### config.mk
export PLATFORM = sky130hd
export DESIGN_NAME = seq_gen_1001_1110
export DESIGN_NICKNAME = d
export VERILOG_FILES = /design/src/rtl/seq_gen_pkg.sv /design/src/rtl/seq_gen_shifter.sv /design/src/rtl/seq_gen_1001_1110.sv
export SDC_FILE = /design/constraint.sdc
export NUM_CORES = 1
export LEC_CHECK = 0
export BUFFER_PORTS_ARGS = -buffer_cell sky130_fd_sc_hd__buf_2
export CAP_MARGIN = 20
export CORE_UTILIZATION = 45
export DETAILED_ROUTE_END_ITERATION = 10
export GPL_ROUTABILITY_DRIVEN = 0
export SYNTH_ARGS = -nofsm -noshare
export SYNTH_HDL_FRONTEND = slang
export SYNTH_SLANG_ARGS = --single-unit
### constraint.sdc
create_clock -name clk -period 2.2 [get_ports clk]
set_input_delay 0.55 -clock clk [delete_from_list [all_inputs] [get_ports clk]]
set_output_delay 0.55 -clock clk [all_outputs]
set_load 0.005 [all_outputs]
### src/rtl/seq_gen_pkg.sv
// seq_gen_pkg
//   Shared definitions for the 1001/1110 serial pattern generator:
//   FSM state encoding, the fixed 4-bit codes, the pattern-select codes
//   and a helper that turns a select code into a left-aligned load word.
package seq_gen_pkg;

  typedef enum logic [1:0] {
    ST_IDLE  = 2'd0,
    ST_SHIFT = 2'd1,
    ST_GAP   = 2'd2,
    ST_DONE  = 2'd3
  } state_e;

  localparam logic [3:0] PAT_1001 = 4'b1001;
  localparam logic [3:0] PAT_1110 = 4'b1110;

  localparam logic [1:0] SEL_1001   = 2'b00;
  localparam logic [1:0] SEL_1110   = 2'b01;
  localparam logic [1:0] SEL_BOTH   = 2'b10;
  localparam logic [1:0] SEL_CUSTOM = 2'b11;

  // Load image for the shifter: word is left-aligned, MSB goes out first.
  typedef struct packed {
    logic [7:0] word;
    logic       len8;
  } pat_t;

  function automatic pat_t pattern_for(input logic [1:0] sel, input logic [7:0] pat_in);
    pat_t p;
    p.word = 8'h00;
    p.len8 = 1'b0;
    case (sel)
      SEL_1001: begin
        p.word = {PAT_1001, 4'b0000};
        p.len8 = 1'b0;
      end
      SEL_1110: begin
        p.word = {PAT_1110, 4'b0000};
        p.len8 = 1'b0;
      end
      SEL_BOTH: begin
        p.word = {PAT_1001, PAT_1110};
        p.len8 = 1'b1;
      end
      SEL_CUSTOM: begin
        p.word = pat_in;
        p.len8 = 1'b1;
      end
      default: begin
        p.word = 8'h00;
        p.len8 = 1'b0;
      end
    endcase
    return p;
  endfunction

endpackage

### src/rtl/seq_gen_shifter.sv
// seq_gen_shifter
//   8-bit load/shift register plus a 3-bit down-counting bit counter.
//   The MSB of the register is the serial output bit, so the register
//   itself is the registered `out` of the generator.
//
//   Ports:
//     clk, rst_n   clock, async active-low reset
//     clr_i        clear register and counter (highest priority)
//     load_i       load pat_i.word; counter = length-1
//     shift_i      shift left by one, counter decrements (saturates at 0)
//     pat_i        left-aligned word and length select (4 or 8 bits)
//     bit_o        current serial bit (register MSB)
//     last_bit_o   the bit on bit_o is the last one of the frame
module seq_gen_shifter
  import seq_gen_pkg::*;
(
  input  logic clk,
  input  logic rst_n,
  input  logic clr_i,
  input  logic load_i,
  input  logic shift_i,
  input  pat_t pat_i,
  output logic bit_o,
  output logic last_bit_o
);

  logic [7:0] data_q;
  logic [2:0] cnt_q;

  always_ff @(posedge clk or negedge rst_n) begin
    if (!rst_n) begin
      data_q <= '0;
      cnt_q  <= '0;
    end else if (clr_i) begin
      data_q <= '0;
      cnt_q  <= '0;
    end else if (load_i) begin
      data_q <= pat_i.word;
      cnt_q  <= pat_i.len8 ? 3'd7 : 3'd3;
    end else if (shift_i) begin
      data_q <= {data_q[6:0], 1'b0};
      if (cnt_q != 3'd0) begin
        cnt_q <= cnt_q - 3'd1;
      end
    end
  end

  assign bit_o      = data_q[7];
  assign last_bit_o = (cnt_q == 3'd0);

endmodule

### src/rtl/seq_gen_1001_1110.sv
// seq_gen_1001_1110
//   Serial pattern generator: sends reps+1 frames of the selected code
//   (1001, 1110, 10011110 or a custom byte) MSB-first, one bit per clock,
//   with GAP_BITS idle cycles between frames of one command.
//
//   Ports:
//     clk, rst_n    clock, async active-low reset
//     start         command strobe, taken only while ready=1
//     sel, pat_in   pattern select / custom word (latched at accept)
//     reps          frame count minus one (latched at accept)
//     abort         cancel the running command, no done pulse
//     ready         high in IDLE
//     out           serial bit (shifter MSB, registered)
//     out_valid     out carries a pattern bit
//     frame_start   first bit of each frame
//     done          one-cycle pulse after the last bit of the last frame
//
//   state    | meaning
//   ---------+----------------------------------------------------
//   ST_IDLE  | waiting for start, ready=1
//   ST_SHIFT | a frame bit is on out this cycle
//   ST_GAP   | inter-frame idle, out=0, out_valid=0
//   ST_DONE  | done pulse cycle, back to IDLE next
module seq_gen_1001_1110
  import seq_gen_pkg::*;
#(
  parameter int GAP_BITS = 2,
  parameter int REP_W    = 4
) (
  input  logic             clk,
  input  logic             rst_n,
  input  logic             start,
  input  logic [1:0]       sel,
  input  logic [7:0]       pat_in,
  input  logic [REP_W-1:0] reps,
  input  logic             abort,
  output logic             ready,
  output logic             out,
  output logic             out_valid,
  output logic             frame_start,
  output logic             done
);

  // A zero-width counter is not legal, so GAP_BITS=0 still gets one bit.
  localparam int GW = (GAP_BITS > 0) ? $clog2(GAP_BITS + 1) : 1;
  localparam logic [GW-1:0] GAP_LOAD = GW'((GAP_BITS > 0) ? GAP_BITS - 1 : 0);

  state_e           state_q;
  pat_t             pat_q;
  logic [REP_W-1:0] frame_cnt_q;
  logic [GW-1:0]    gap_cnt_q;
  logic             out_valid_q;
  logic             frame_start_q;
  logic             done_q;
  logic             ready_q;

  logic accept;
  logic frame_end;
  logic last_frame;
  logic gap_end;
  logic reload;
  logic sh_load;
  logic sh_shift;
  logic sh_clr;
  pat_t sh_pat;
  logic sh_bit;
  logic sh_last;

  always_comb begin
    accept     = 1'b0;
    frame_end  = 1'b0;
    last_frame = 1'b0;
    gap_end    = 1'b0;
    reload     = 1'b0;
    sh_load    = 1'b0;
    sh_shift   = 1'b0;
    sh_clr     = 1'b0;
    sh_pat     = pat_q;

    accept     = (state_q == ST_IDLE) && start;
    frame_end  = (state_q == ST_SHIFT) && sh_last;
    last_frame = (frame_cnt_q == '0);
    gap_end    = (state_q == ST_GAP) && (gap_cnt_q == '0);
    // Next frame starts straight from SHIFT only when there is no gap.
    reload     = !abort && ((frame_end && !last_frame && (GAP_BITS == 0)) || gap_end);

    sh_load    = accept || reload;
    // Clearing at a frame end that is not followed by a reload forces out=0
    // through GAP and DONE without any extra output muxing.
    sh_clr     = (abort && (state_q != ST_IDLE)) || (frame_end && !reload);
    sh_shift   = (state_q == ST_SHIFT) && !sh_last && !abort;
    sh_pat     = accept ? pattern_for(sel, pat_in) : pat_q;
  end

  seq_gen_shifter u_shifter (
    .clk        (clk),
    .rst_n      (rst_n),
    .clr_i      (sh_clr),
    .load_i     (sh_load),
    .shift_i    (sh_shift),
    .pat_i      (sh_pat),
    .bit_o      (sh_bit),
    .last_bit_o (sh_last)
  );

  always_ff @(posedge clk or negedge rst_n) begin
    if (!rst_n) begin
      state_q       <= ST_IDLE;
      pat_q         <= '0;
      frame_cnt_q   <= '0;
      gap_cnt_q     <= '0;
      out_valid_q   <= 1'b0;
      frame_start_q <= 1'b0;
      done_q        <= 1'b0;
      ready_q       <= 1'b1;
    end else begin
      out_valid_q   <= 1'b0;
      frame_start_q <= 1'b0;
      done_q        <= 1'b0;
      ready_q       <= 1'b0;

      case (state_q)
        ST_IDLE: begin
          if (accept) begin
            pat_q         <= sh_pat;
            frame_cnt_q   <= reps;
            gap_cnt_q     <= '0;
            state_q       <= ST_SHIFT;
            out_valid_q   <= 1'b1;
            frame_start_q <= 1'b1;
          end else begin
            ready_q <= 1'b1;
          end
        end

        ST_SHIFT: begin
          if (abort) begin
            state_q     <= ST_IDLE;
            frame_cnt_q <= '0;
            gap_cnt_q   <= '0;
            ready_q     <= 1'b1;
          end else if (!sh_last) begin
            out_valid_q <= 1'b1;
          end else if (last_frame) begin
            state_q <= ST_DONE;
            done_q  <= 1'b1;
          end else begin
            frame_cnt_q <= frame_cnt_q - REP_W'(1);
            if (reload) begin
              out_valid_q   <= 1'b1;
              frame_start_q <= 1'b1;
            end else begin
              gap_cnt_q <= GAP_LOAD;
              state_q   <= ST_GAP;
            end
          end
        end

        ST_GAP: begin
          if (abort) begin
            state_q     <= ST_IDLE;
            frame_cnt_q <= '0;
            gap_cnt_q   <= '0;
            ready_q     <= 1'b1;
          end else if (gap_end) begin
            state_q       <= ST_SHIFT;
            out_valid_q   <= 1'b1;
            frame_start_q <= 1'b1;
          end else begin
            gap_cnt_q <= gap_cnt_q - GW'(1);
          end
        end

        ST_DONE: begin
          state_q     <= ST_IDLE;
          frame_cnt_q <= '0;
          gap_cnt_q   <= '0;
          ready_q     <= 1'b1;
        end

        default: begin
          state_q <= ST_IDLE;
          ready_q <= 1'b1;
        end
      endcase
    end
  end

  assign out         = sh_bit;
  assign out_valid   = out_valid_q;
  assign frame_start = frame_start_q;
  assign done        = done_q;
  assign ready       = ready_q;

endmodule

==> results of run 1 <==
## sequential cells by signal, summed over array words and instances, names as in the netlist
name,count
u_shifter.data_q,8
frame_cnt_q,4
frame_start,1
out_valid,1
gap_cnt_q,2
ready,1
pat_q,9
done,1
u_shifter.cnt_q,3
state_q,2
## cell usage in the layout (no fill, tap or decap), types with 4 or more instances in the layout
master and count:
buf_2 22, a21oi_1 10, dfrtp_1 31, nand3_1 5, a22o_1 8, nor2_1 12, ha_1 10, a21o_1 4
nand2_1 12, inv_1 16, clkbuf_8 5, mux2i_1 4, o21ai_0 6
## report_power, final
part | switching (mW) | internal, mW
registers | 0.143 | 0.838
clock network | 0.216 | 0.336
logic | 0.764 | 0.597
total | 1.12 | 1.77
## worst max-delay path, cell delays in order (launching register included)
cell and delay (ns):
dfrtp_1 0.40, inv_1 0.13, ha_1 0.32, and2_1 0.37, nor2_4 0.12, a221o_1 0.37
a22o_1 0.19
## worst max-delay path by stage
stage | startpoint | end
after global routing | state_q[1] | u_shifter.data_q[6]
after detailed placement | state_q[1] | u_shifter.data_q[6]
final | state_q[1] | u_shifter.data_q[6]
after global placement | state_q[0] | u_shifter.data_q[6]
after CTS | state_q[1] | u_shifter.data_q[6]
after floorplan | state_q[1] | gap_cnt_q[0]
## logic make-up after synthesis
logic type | Yosys count | synth area share (%)
AO/OA/AOI/OAI | 53 | 22.1
adder cells (fa/ha/maj) | 10 | 7.08
buffers and inverters | 23 | 6.02
flip-flops | 32 | 45.4
multiplexers | 5 | 2.90
AND/OR/NAND/NOR | 50 | 16.5
## area by class of cell
class                   count  area (um^2)
flip-flops and latches     32          802
multi-input cells         118          858
inverters                  16         60.1
well taps                  48         60.1
repair buffers             24          125
clock inverters             2         35.0
fillers                   345         1700
clock buffers               6         72.6
## routing by layer
layer | part of all wire, % | routed length, um | up-vias
met2 | 45 | 1610 | 26
li1 | - | - | 669
met4 | 0.93 | 33 | 0
met5 | 0 | 0 | -
met3 | 4.7 | 168 | 6
met1 | 49 | 1750 | 645
==> run_results.csv, run 1 <==
group,metric,value,unit
logic_synthesis,synth_edf_count,0,
grt,grt_use_total,19.7,%
logic_synthesis,synth_warnings,0,
grt,grt_busiest_layer,"met2",
logic_synthesis,yosys-top-cells-count,"dfrtp_1, inv_1, nand2_1, nor2_1",
cts,ctsResizeCount,0,
setup_path,end_kind,"register",
finish,postLayoutCoreUtil,54.2,%
place,placed_cell_area,0.00191,mm^2
setup_path,critPathKind,"register to register",
cts,clockBufferDepth,2,
min_path,hp-class,"primary input to async pin",
grt,grt.met2_usage,30.0,%
logic_synthesis,synth_most_common_cell,"dfrtp_1",
drt,drt_iter0_drc,103,
place,io_buffers,22,
power_and_ir_drop,p_total,2.89,mW
sta,setup_viol,0,
logic_synthesis,synth_seq_cells,32,
drt,drcViolationCount,0,
grt,grt_pass1_wl,6.18,mm
cts,insertion_delay,0.29,ns
grt,antenna_found_initial,0,
sta,period_share,92.3,%
setup_path,cp-start-kind,"register",
place,dpl_worst_slack,0.208,ns
finish,layout.cells.non_filler,246,
setup_path,reg2reg_depth,6,
power_and_ir_drop,p_leak,0.992,nW
sta,worst_slack,0.169,ns
sta,slew_headroom,54.0,%
cts,cts_root_buf,"clkbuf_8",
finish,drive_gt1_share,21.2,%
grt,overflow,0,
setup_path,rr_endpoint,"u_shifter.data_q[6]",
die,dieArea,0.00418,mm^2
logic_synthesis,async_reset_ff_share,100,%
cts,cts.sinks,32,
setup_path,crit_path_max_fanout,7,
sta,fin_crit,2.03,ns
logic_synthesis,avgSynthCellArea,10.2,um^2
logic_synthesis,seq_area_frac_synth,45.4,%
setup_path,critPathArrivalTime,2.20,ns
setup_path,cp.required,2.37,ns
setup_path,reg2reg_slack,0.17,ns
cts,htree_levels,2,
sta,worstMarginPinSlew,0.690,ns
drt,drt_first_pass_iters,4,
place,numPlacedInstances,238,
sta,final-max-slew-violation-count,0,
finish,areaGrowthSynthToFinish,14.0,%
cts,cts_tree,"yes",
die,die_h,64.7,um
logic_synthesis,synth.top_cell.area_share,43.9,%
logic_synthesis,syn_nets,201,
logic_synthesis,syn_area,0.00177,mm^2
logic_synthesis,synthCells,173,
cts,cts_hold_buf,0,
drt,wire_per_inst,14.5,um
place,hpwl,2.64,mm
die,start_util,47.5,%
run,cap_violations,0,
cts,clk_pin_slew_worst_paths,0.07,ns
grt,met1_usage,27.1,%
drt,vias,1346,
die,row_count,22,
cts,cts-buffers-inserted,5,
sta,maxClockFrequency,492,MHz
die,core,0.00372,mm^2
drt,totalWireLength,3.56,mm
sta,whs,0.299,ns
logic_synthesis,ys.flop_type,"dfrtp_1",
grt,grt_max_degree,33,
setup_path,r2r_start,"state_q[1]",
sta,fin_skew,0.00723,ns
outcome,status,"finished clean",
finish,nets,225,
finish,fin_area,0.00201,mm^2
sta,setup_tns,0,ns
logic_synthesis,synth_top_cell_by_area,"dfrtp_1",
drt,viasPerCell,5.47,
drt,ant_nets,0,
cts,cts_setup_buffers,0,
finish,n_antenna_cell,0,
power_and_ir_drop,powerDensity,1440,mW/mm^2
sta,rsz0062_at_grt,"no",
die,die_w,64.7,um
grt,grt_pass1_vias,1372,
grt,met3_usage,5.11,%
sta,final-hold-violation-count,0,
logic_synthesis,ys_types,49,
power_and_ir_drop,max-vdd-ir-drop,0.619,mV
die,pin_count,23,
logic_synthesis,ys_top_cells_by_area,"dfrtp_1, ha_1, a22o_1, inv_1, a21oi_1",
(Power assumes the default switching activity.)
==> inputs of run 2 (changes only) <==
- clock period: 2.2 -> 1.95 ns (I/O delays scaled with it)
==> run 2 against run 1 <==
- final area rose by 2.5%
- flip-flop and latch count is the same
- highest routed layer unchanged
- sequential share of layout area is 0.97 points lower
- critical path depth is 1 lower
- setup slack lost 0.10 ns
- register-to-register slack worse by 0.10 ns
- clock-buffer cell count down 1
- die area unchanged
==> run_results.csv, run 2 (synthesis gave the netlist of run 1 again) <==
group,metric,value,unit
outcome,status,"finished clean",
grt,grt_pass1_vias,1403,
die,die_w,64.7,um
cts,insertion_delay,0.28,ns
sta,setup_viol,0,
setup_path,reg2reg_depth,5,
die,dieArea,0.00418,mm^2
sta,period_share,96.7,%
cts,htree_levels,2,
cts,cts_hold_buf,0,
grt,met1_usage,29.1,%
place,io_buffers,22,
setup_path,cp_num_buf_inv,1,
setup_path,rr_endpoint,"gap_cnt_q[0]",
finish,areaGrowthSynthToFinish,16.8,%
die,start_util,47.5,%
grt,antenna_found_initial,0,
setup_path,critPathKind,"register to register",
setup_path,end_kind,"register",
setup_path,slowest_stage,"dfrtp_1",
setup_path,critPathArrivalTime,2.05,ns
finish,top_register,"pat_q",
sta,final-hold-violation-count,0,
sta,fin_skew,0.00475,ns
cts,cts-buffers-inserted,5,
drt,drcViolationCount,0,
finish,final_cell_mix,"dfrtp_1, buf_2, inv_1",
finish,nFillCells,348,
drt,viasPerCell,5.52,
die,die_h,64.7,um
sta,rsz0062_at_grt,"yes",
drt,ant_nets,0,
power_and_ir_drop,powerDensity,1650,mW/mm^2
grt,grt_use_total,21.0,%
run,cap_violations,0,
drt,totalWireLength,3.83,mm
sta,maxClockFrequency,530,MHz
die,pin_count,23,
die,core,0.00372,mm^2
cts,cts.sinks,32,
setup_path,cp-start-kind,"register",
drt,wire_per_inst,15.2,um
setup_path,crit_path_max_fanout,7,
power_and_ir_drop,p_total,3.41,mW
setup_path,crit_family,"compound AO/OA/AOI/OAI gates",
cts,cts_root_buf,"clkbuf_8",
grt,grt_max_degree,33,
grt,grt_pass1_wl,6.61,mm
finish,drive_gt1_share,24.5,%
place,hpwl,2.88,mm
setup_path,crit_chain,"inv_1 -> ha_1 -> a22o_1 -> a211oi_2 -> mux2_2",
cts,clockBufferDepth,2,
sta,worstMarginPinSlew,0.697,ns
drt,vias,1392,
grt,grt.met2_usage,31.3,%
setup_path,slowest_delay,0.40,ns
cts,cts_setup_buffers,0,
finish,postLayoutCoreUtil,55.5,%
grt,overflow,0,
cts,ctsResizeCount,0,
setup_path,cp.required,2.12,ns
sta,slew_headroom,53.5,%
setup_path,reg2reg_slack,0.06,ns
min_path,hp-class,"primary input to async pin",
finish,n_antenna_cell,0,
power_and_ir_drop,max-vdd-ir-drop,0.900,mV
finish,multi_input_area,860,um^2
grt,grt_busiest_layer,"met2",
finish,nets,231,
finish,layout_commonest_cell,"dfrtp_1",
finish,largest_register_ff_count,9,
finish,seq_area,802,um^2
finish,reg.largest.list,"pat_q: 9 flops, u_shifter.data_q: 8 flops, frame_cnt_q: 4 flops",
grt,met3_usage,5.11,%
drt,drt_iter0_drc,80,
cts,cts_tree,"yes",
die,row_count,22,
power_and_ir_drop,p_leak,1.02,nW
sta,final-max-slew-violation-count,0,
cts,clk_pin_slew_worst_paths,0.07,ns
sta,fin_crit,1.89,ns
drt,drt_first_pass_iters,4,
setup_path,r2r_start,"state_q[0]",
run 2: changes by cell type in the layout (fill, tap and decap cells not counted):
cell	previous run	this run
clkinvlp_4	0	1
buf_4	2	8
and2_2	0	1
clkbuf_1	1	0
and2_1	1	0
run 2: area by class of cell:
cell class	count	area share, %
Tap cell	48	2.91
Clock inverter	3	2.06
Multi-Input combinational cell	118	41.7
Clock buffer	5	3.34
Inverter	16	2.91
Timing Repair Buffer	30	8.25
Sequential cell	32	38.9
run 2: worst max-delay path by stage:
stage,startpoint,cells past startpoint,to
global route,state_q[1],7,frame_cnt_q[0]
finish,state_q[0],5,gap_cnt_q[0]
detailed placement,state_q[0],6,u_shifter.data_q[6]
global placement,state_q[0],6,u_shifter.data_q[5]
floorplan,state_q[1],6,gap_cnt_q[0]
CTS,state_q[0],6,u_shifter.data_q[6]
run 2: stage by stage:
| step | setup TNS (ns) | cell area [um^2] | worst slack (ns) | hold slack (ns) | cells |
|---|---|---|---|---|---|
| 4_1_cts | 0 | 2060 | 0.0329 | 0.273 | 252 |
| 2_1_floorplan | 0 | 1770 | 0.183 | 0.192 | 173 |
| 3_5_place_dp | 0 | 1950 | 0.0257 | 0.457 | 244 |
| 3_3_place_gp | 0 | 1950 | 0.119 | 0.457 | 244 |
| 6_report | 0 | 2060 | 0.0648 | 0.249 | 252 |
| 5_1_grt | -0.120 | 2060 | -0.0421 | 0.306 | 252 |
run 2: report_power, final:
| part | internal, mW | switching, mW | leakage (nW) | total [mW] |
|---|---|---|---|---|
| Sequential | 0.944 | 0.156 | 0.411 | 1.10 |
| Clock | 0.378 | 0.248 | 0.0541 | 0.625 |
| Combinational | 0.750 | 0.936 | 0.556 | 1.69 |
run 2: layer usage:
metal	vias up	part of all wire (%)
met5	-	0
met4	0	1.2
met3	6	4.2
met2	34	45
met1	674	49
li1	678	-
==> inputs of run 3 (changes only) <==
- CORE_MARGIN: default -> 2
==> run 3 against run 2 <==
- hold slack better by 0.0021 ns
- register-to-register slack better by 0.04 ns
- flip-flop and latch count stayed put
- critical path depth is 1 higher
- combinational power hardly changed
- non-clock buffer count is 1 higher
- clock power is 12% higher
- clock-buffer cell count is 2 higher
- sequential share of layout area is 0.51 points lower
- via count is 1.1% higher
- clock skew is 0.00075 ns higher
- critical endpoint unchanged
- fmax is 2.4% higher
==> run_results.csv, run 3 (synthesis gave the netlist of run 1 again) <==
group,metric,value,unit
grt,grt_pass1_vias,1442,
cts,htree_levels,2,
finish,largest_register_ff_count,9,
cts,insertion_delay,0.29,ns
power_and_ir_drop,max-vdd-ir-drop,0.677,mV
grt,antenna_found_initial,0,
drt,ant_nets,0,
sta,slew_headroom,52.1,%
cts,cts_tree,"yes",
sta,final-hold-violation-count,0,
die,start_util,47.5,%
cts,cts.sinks,32,
finish,layout.cells.non_filler,253,
place,numPlacedInstances,244,
drt,drt_first_pass_iters,4,
run,cap_violations,0,
setup_path,critPathArrivalTime,2.01,ns
sta,setup_viol,0,
cts,clk_pin_slew_worst_paths,0.07,ns
cts,cts_root_buf,"clkbuf_8",
drt,vias,1407,
outcome,status,"finished clean",
finish,fin_area,0.00209,mm^2
die,pin_count,23,
die,dieArea,0.00444,mm^2
sta,setup_tns,0,ns
place,hpwl,2.91,mm
sta,period_share,94.4,%
grt,grt_pass1_wl,6.69,mm
finish,n_antenna_cell,0,
place,placed_cell_area,0.00195,mm^2
die,die_h,66.7,um
setup_path,cp-start-kind,"register",
die,die_w,66.7,um
finish,layout_commonest_cell,"dfrtp_1",
grt,grt_use_total,20.2,%
setup_path,critPathKind,"register to register",
setup_path,reg2reg_depth,6,
finish,areaGrowthSynthToFinish,18.3,%
grt,overflow,0,
die,row_count,22,
min_path,hp-class,"primary input to async pin",
finish,nets,232,
cts,cts-buffers-inserted,5,
sta,final-max-slew-violation-count,0,
die,core,0.00372,mm^2
drt,drt_iter0_drc,73,
drt,viasPerCell,5.56,
grt,grt_max_degree,33,
sta,maxClockFrequency,543,MHz
power_and_ir_drop,p_leak,1.04,nW
drt,drcViolationCount,0,
finish,postLayoutCoreUtil,56.3,%
power_and_ir_drop,powerDensity,1680,mW/mm^2
drt,wire_per_inst,15.6,um
finish,top_register,"pat_q",
setup_path,cp.required,2.12,ns
sta,worstMarginPinSlew,0.718,ns
finish,drive_gt1_share,25.9,%
place,io_buffers,22,
finish,reg.largest.list,"pat_q: 9 flops, u_shifter.data_q: 8 flops, frame_cnt_q: 4 flops",
sta,fin_skew,0.00549,ns
setup_path,end_kind,"register",
sta,rsz0062_at_grt,"no",
cts,clockBufferDepth,2,
drt,totalWireLength,3.94,mm
setup_path,crit_path_max_fanout,5,
sta,fin_crit,1.84,ns
finish,final_cell_mix,"dfrtp_1, buf_2, inv_1",
[run 3: cell types whose count changed in the layout (fill, tap and decap cells not counted)]
cell,change
or2_4,+1
clkinv_2,-1
or2_1,-1
ha_2,+1
clkbuf_8,+2
ha_1,-1
clkinvlp_4,-1
buf_4,+1
[run 3: final timing paths]
kind,from,endpoint,slack (ns)
worst max-delay path,state_q[1],gap_cnt_q[0],0.11
worst min-delay path,rst_n,frame_cnt_q[0],0.25
worst max register to register,state_q[1],gap_cnt_q[0],0.11
worst min register to register,pat_q[4],pat_q[4],0.48
max in group asynchronous,rst_n,pat_q[8],1.24
min in group clk,pat_in[1],pat_q[2],0.46
[run 3: what timing repair did]
item | 4_1_cts | 5_1_grt
resized for setup | 0 | 3
setup endpoints to repair | 0 | 11
setup buffers | 0 | 1
hold buffers | 0 | 0
[run 3: worst max-delay path, cell delays in order, from the launching register on]
cell      delay [ns]
dfrtp_1         0.38
inv_1           0.11
ha_1            0.21
nor2b_4         0.15
a22o_1          0.27
a211oi_2        0.24
mux2_2          0.37
[run 3: routing by layer]
metal | global-route usage (%) | wire length [um] | up-vias
met5 | 0 | 0 | -
met4 | 10.7 | 61 | 0
met3 | 4.39 | 149 | 6
met2 | 30.4 | 1860 | 30
met1 | 27.1 | 1870 | 691
li1 | - | - | 680
[run 3: stage by stage]
| stage | setup slack (ns) | power [mW] | hold WS, ns |
|---|---|---|---|
| floorplan | 0.183 | 2.28 | 0.192 |
| global route | 0.0231 | 3.78 | 0.304 |
| global placement | 0.121 | 2.71 | 0.457 |
| finish | 0.109 | 3.52 | 0.251 |
| detailed placement | 0.0263 | 2.77 | 0.457 |
| CTS | 0.0209 | 3.49 | 0.281 |
[run 3: final cells by class]
type                            count  area [um^2]
Sequential cell                    32          802
Multi-Input combinational cell    118          865
Tap cell                           48         60.1
Clock buffer                        7         96.3
Fill cell                         346         1630
Timing Repair Buffer               31          178
Inverter                           16         60.1
Clock inverter                      1         30.0
[run 3: power by group]
part           leakage (nW)  switching (mW)  internal [mW]  total (mW)
combinational         0.560           0.939          0.785        1.72
clock                0.0645           0.251          0.451       0.702
sequential            0.411           0.152          0.944        1.10
